File: config.mk
export PLATFORM = sky130hd
export DESIGN_NAME = ctrl_pipe
export DESIGN_NICKNAME = d
export VERILOG_FILES = /design/src/rtl/ctrl_pkg.sv /design/src/rtl/fwd_sel.sv /design/src/rtl/ctrl_pipe.sv
export SDC_FILE = /design/constraint.sdc
export NUM_CORES = 1
export LEC_CHECK = 0
export CAP_MARGIN = 0
export CORE_ASPECT_RATIO = 0.8
export CORE_MARGIN = 5
export CORE_UTILIZATION = 35
export DETAILED_ROUTE_END_ITERATION = 10
export GPL_TIMING_DRIVEN = 0
export PLACE_DENSITY = 0.58
export SLEW_MARGIN = 20
export SYNTH_ARGS = -nofsm -noshare
export SYNTH_HDL_FRONTEND = slang
export SYNTH_SLANG_ARGS = --single-unit
File: constraint.sdc
create_clock -name clk -period 2.55 [get_ports clk]
set_input_delay 0.765 -clock clk [delete_from_list [all_inputs] [get_ports clk]]
set_output_delay 0.765 -clock clk [all_outputs]
set_load 0.02 [all_outputs]
File: src/rtl/ctrl_pkg.sv
// Shared definitions for the pipeline control path: control-word field
// positions, forwarding select encodings and the bubble word.
package ctrl_pkg;

   localparam int CTRL_W = 9;
   localparam int REG_W  = 5;

   // WB field
   localparam int WB_REG_WRITE  = 8;
   localparam int WB_MEM_TO_REG = 7;
   // M field
   localparam int M_BRANCH      = 6;
   localparam int M_MEM_READ    = 5;
   localparam int M_MEM_WRITE   = 4;
   // EX field
   localparam int EX_REG_DST    = 3;
   localparam int EX_ALU_OP_HI  = 2;
   localparam int EX_ALU_OP_LO  = 1;
   localparam int EX_ALU_SRC    = 0;

   // ALU operand source selects
   localparam logic [1:0] FWD_RF    = 2'b00;
   localparam logic [1:0] FWD_EXMEM = 2'b10;
   localparam logic [1:0] FWD_MEMWB = 2'b01;

   // All-zero control word: a no-op that writes nothing
   localparam logic [CTRL_W-1:0] BUBBLE = '0;

   typedef logic [REG_W-1:0] reg_num_t;

   // True when a stage that writes dst produces the value src needs.
   // Register 0 is hard-wired, so it never forwards.
   function automatic logic hits(input logic reg_write, input reg_num_t dst,
                                 input reg_num_t src);
      return reg_write && (dst != '0) && (dst == src);
   endfunction

endpackage

File: src/rtl/fwd_sel.sv
// Forwarding select for one ALU operand: picks the youngest in-flight
// producer of the source register, or the register file if none.
module fwd_sel
   import ctrl_pkg::*;
(
   input  logic [4:0] src,
   input  logic       mem_reg_write,
   input  logic [4:0] mem_write_reg,
   input  logic       wb_reg_write,
   input  logic [4:0] wb_write_reg,
   output logic [1:0] sel
);

   // EX/MEM holds the newer value, so it is checked before MEM/WB
   always_comb begin
      sel = FWD_RF;
      if (hits(mem_reg_write, mem_write_reg, src)) begin
         sel = FWD_EXMEM;
      end else if (hits(wb_reg_write, wb_write_reg, src)) begin
         sel = FWD_MEMWB;
      end
   end

endmodule

File: src/rtl/ctrl_pipe.sv
// Control pipeline: carries the Decode control word through ID/EX, EX/MEM
// and MEM/WB, splits it into stage strobes, and derives load-use stall,
// taken-branch flush and EX-stage forwarding selects.
module ctrl_pipe
   import ctrl_pkg::*;
(
   input  logic       clk,
   input  logic       rst_n,
   input  logic [8:0] id_ctrl,
   input  logic [4:0] id_rs,
   input  logic [4:0] id_rt,
   input  logic [4:0] id_rd,
   input  logic       mem_zero,
   output logic       stall,
   output logic       flush_ifid,
   output logic       pc_src,
   output logic       ex_reg_dst,
   output logic       ex_alu_src,
   output logic [1:0] ex_alu_op,
   output logic       mem_branch,
   output logic       mem_read,
   output logic       mem_write,
   output logic       wb_reg_write,
   output logic       wb_mem_to_reg,
   output logic [4:0] wb_write_reg,
   output logic [1:0] fwd_a,
   output logic [1:0] fwd_b
);

   // ID/EX
   logic [8:0] ex_ctrl;
   logic [4:0] ex_rs;
   logic [4:0] ex_rt;
   logic [4:0] ex_rd;
   // EX/MEM keeps only the M and WB fields
   logic [8:4] mem_ctrl;
   logic [4:0] mem_write_reg;
   // MEM/WB keeps only the WB field
   logic [8:7] wb_ctrl;

   logic [4:0] ex_write_reg;

   assign ex_write_reg = ex_ctrl[EX_REG_DST] ? ex_rd : ex_rt;

   assign ex_reg_dst    = ex_ctrl[EX_REG_DST];
   assign ex_alu_op     = ex_ctrl[EX_ALU_OP_HI:EX_ALU_OP_LO];
   assign ex_alu_src    = ex_ctrl[EX_ALU_SRC];
   assign mem_branch    = mem_ctrl[M_BRANCH];
   assign mem_read      = mem_ctrl[M_MEM_READ];
   assign mem_write     = mem_ctrl[M_MEM_WRITE];
   assign wb_reg_write  = wb_ctrl[WB_REG_WRITE];
   assign wb_mem_to_reg = wb_ctrl[WB_MEM_TO_REG];

   // A taken branch resolves in MEM; it squashes the two younger stages.
   assign pc_src     = mem_branch & mem_zero;
   assign flush_ifid = pc_src;

   // Load in EX whose target is read by the instruction in ID. A flush
   // discards that instruction anyway, so it suppresses the stall.
   assign stall = ex_ctrl[M_MEM_READ] & (ex_rt != '0)
                & ((ex_rt == id_rs) | (ex_rt == id_rt)) & ~pc_src;

   // ID/EX: bubble on flush or stall, otherwise capture Decode
   always_ff @(posedge clk) begin
      if (!rst_n || pc_src || stall) begin
         ex_ctrl <= BUBBLE;
         ex_rs   <= '0;
         ex_rt   <= '0;
         ex_rd   <= '0;
      end else begin
         ex_ctrl <= id_ctrl;
         ex_rs   <= id_rs;
         ex_rt   <= id_rt;
         ex_rd   <= id_rd;
      end
   end

   // EX/MEM: bubble on flush, otherwise advance (a stall still advances)
   always_ff @(posedge clk) begin
      if (!rst_n || pc_src) begin
         mem_ctrl      <= '0;
         mem_write_reg <= '0;
      end else begin
         mem_ctrl      <= ex_ctrl[WB_REG_WRITE:M_MEM_WRITE];
         mem_write_reg <= ex_write_reg;
      end
   end

   // MEM/WB: always advances; the branch itself retires normally
   always_ff @(posedge clk) begin
      if (!rst_n) begin
         wb_ctrl      <= '0;
         wb_write_reg <= '0;
      end else begin
         wb_ctrl      <= mem_ctrl[WB_REG_WRITE:WB_MEM_TO_REG];
         wb_write_reg <= mem_write_reg;
      end
   end

   fwd_sel u_fwd_a (
      .src           (ex_rs),
      .mem_reg_write (mem_ctrl[WB_REG_WRITE]),
      .mem_write_reg (mem_write_reg),
      .wb_reg_write  (wb_reg_write),
      .wb_write_reg  (wb_write_reg),
      .sel           (fwd_a)
   );

   fwd_sel u_fwd_b (
      .src           (ex_rt),
      .mem_reg_write (mem_ctrl[WB_REG_WRITE]),
      .mem_write_reg (mem_write_reg),
      .wb_reg_write  (wb_reg_write),
      .wb_write_reg  (wb_write_reg),
      .sel           (fwd_b)
   );

endmodule

==> results.ini <==
[die]
core_mm2=0.00498
die_x_um=90.1
placementRows=23
dieArea_mm2=0.00667
initial_core_util_pct=36.1
io-pin-count=48
die_h_um=74.1

[cells_and_area]
stdcell_count=310
diodes=0
largest_reg_flops=9
drive_gt1_share_pct=33.5
nets=275
n_fill_cell=484
largest-register=ex_ctrl
area_growth_pct=45.2

[logic_synthesis]
syn_area_mm2=0.00180
ys_async_sr_fraction_pct=0
synth_area_per_cell_um2=9.87
synth_area_leaders=dfxtp_1 (46%), a21oi_2 (9.8%), xnor2_1 (7.8%)
synth_largest_type_area_fraction_pct=45.7
synthCells=182
synth_ff_type=dfxtp_1
synth_warnings=0
ys_seq_area_share_pct=45.7
synth_edf_count=0
synth_top_area_cell=dfxtp_1
synth_nets=209
synth-seq-cells=41
yosysUniqueCellTypes=24

[power_and_ir_drop]
power_w=0.00146
p_per_area_mw_per_mm2=560
irDropWorstVdd_v=0.000228
p_leak_nw=1.13

[cts]
htreeDepth=2
numCtsBuffers=5
postCtsHoldBufs=0
clock-root-buffer=clkbuf_8
clock_latency_ns=0.29
clk_path_buf_depth=2
cts_tree=done
numClockSinks=41
clk_pin_slew_worst_paths_ns=0.08

[routing]
ant_nets=0
drt_iter0_drc=33
drc_errors=0
wl_per_cell_um=13.4
routed_wl_um=4160
dr.pass1.iters=4
vias=1370
drt-vias-per-instance=4.42

[global_route]
antenna_found_initial=0
grt_pass1_vias=1446
grt_usage_pct=13.1
grt_pass1_wl_um=6930
grt_max_degree=13
overflow=0

[timing]
fin_skew_ns=0.0102
max_freq_mhz=384
tightest_slew_ns=0.452
fin_ws_ns=-0.0510
min_period_ns=2.60
hold_violations=0
setup_violations=1
post-route-period-util_pct=102
rsz0062_at_grt=yes
final-max-slew-violation-count=0
relSlewSlack_pct=69.9

[run_status]
violations=negative setup slack
status=finished, violations left

[setup_path]
required_ns=1.79
critPathCaptureType=output port
arrival_ns=1.84
critPathLaunchType=flip-flop
cp_max_fo=3
reg2reg_to=ex_rs[0]$_SDFF_PP0_
rr_worst_depth=6
worstSetupPathType=flip-flop to output port
r2r_start=ex_rt[0]$_SDFF_PP0_
ff2ff_setup_slack_ns=0.89

[worst_hold_path]
hold_class=flip-flop to flip-flop
worstHoldStart=mem_ctrl[7]$_SDFF_PP0_
hold_depth=1
min_to=wb_ctrl[7]$_SDFF_PN0_

[placed_design]
dp_hpwl_um=2900
numPortBuffers=47
dp_cells=291
gp_congestion=0.761

[run]
maxCapViolations=0

-- worst max path at each step --
stage | from | slack (ns) | endpoint | cells past startpoint
after floorplan | ex_rt[4]$_SDFF_PP0_ | 0.06 | fwd_b[0] | 5
after detailed placement | id_rt[0] | -0.87 | stall | 6
after CTS | id_rs[3] | -0.17 | stall | 6
after global placement | id_rt[0] | -0.88 | stall | 6
after global routing | wb_write_reg[4]$_SDFF_PN0_ | -0.17 | fwd_b[0] | 5
final | wb_write_reg[4]$_SDFF_PN0_ | -0.05 | fwd_b[0] | 5
-- logic make-up after synthesis --
group / after synthesis / share of synthesized area [%]
AO/OA/AOI/OAI: 28 / 13.3
AND/OR/NAND/NOR: 60 / 17.4
XOR/XNOR: 30 / 14.6
buffers and inverters: 18 / 6.20
multiplexers: 5 / 2.79
flip-flops: 41 / 45.7
-- synthesized netlist by cell type (3+ instances only) --
| cell type | count |
|---|---|
| mux2i_1 | 5 |
| nor2_1 | 5 |
| a21oi_1 | 4 |
| xnor2_1 | 16 |
| nand3_1 | 4 |
| clkbuf_1 | 5 |
| buf_4 | 4 |
| and2_1 | 8 |
| a21oi_2 | 20 |
| or4_1 | 4 |
| buf_6 | 3 |
| xor2_1 | 14 |
| dfxtp_1 | 41 |
| and3_1 | 5 |
| nand2_1 | 28 |
| buf_2 | 5 |
-- per-layer routing --
layer  global-route usage (%)  wire [um]  vias up
met4                     5.45         72        0
met2                     20.3       1900       29
met3                     4.04        193        7
li1                         -          -      723
met5                        0          0        -
met1                     17.2       2000      611
-- worst max-delay path, cell delays in order (launching register included) --
cell and delay, ns:
dfxtp_2 0.34, buf_6 0.11, xor2_1 0.13, or4_1 0.52
nor4_2 0.28, buf_4 0.18
-- cell type report --
type | count | area [um^2] | area share (%)
clock buffers | 5 | 68.8 | 2.64
repair buffers | 60 | 534 | 20.5
clock inverters | 2 | 35.0 | 1.34
inverters | 1 | 3.75 | 0.144
multi-input cells | 123 | 945 | 36.2
well taps | 62 | 77.6 | 2.98
flip-flops and latches | 41 | 833 | 32.0
plain buffers | 16 | 109 | 4.18
-- metrics by stage --
| stage | util (%) | TNS (ns) | instance area, um^2 | worst slack [ns] | hold WS (ns) |
|---|---|---|---|---|---|
| 3_3_place_gp | 47.1 | -2.42 | 2340 | -0.881 | 0.415 |
| 2_1_floorplan | - | 0 | 1800 | 0.0596 | 0.412 |
| 6_report | 52.3 | -0.0510 | 2610 | -0.0510 | 0.434 |
| 5_1_grt | 52.3 | -0.235 | 2610 | -0.175 | 0.460 |
| 3_5_place_dp | 47.1 | -2.40 | 2340 | -0.872 | 0.420 |
| 4_1_cts | 51.3 | -0.300 | 2550 | -0.167 | 0.438 |
-- layout by cell type (no fill, tap or decap), drive strengths merged, types with 2 or more instances in the layout --
cell and n:
o21ai 2, nand3 4, and2 9, or4 4
xnor2 16, clkdlybuf4s15 3, nor2 5, xor2 14
dfxtp 41, clkbuf 17, and3 5, nand2 28
buf 28, clkdlybuf4s50 29, a21oi 24, nor4 4
mux2i 5, dlymetal6s2s 3
-- what timing repair did --
action / CTS / global route
gates cloned: 0 / 0
buffers inserted: 9 / 4
resized for setup: 52 / 29
pin swaps: 10 / 17
setup endpoints to repair: 7 / 6
-- power by group --
group / internal (W) / switching [W] / leakage, nW
Sequential: 0.000674 / 0.0000211 / 0.342
Combinational: 0.000134 / 0.000132 / 0.736
Clock: 0.000285 / 0.000214 / 0.0540
Note: power is estimated with default switching activity, not from simulation.
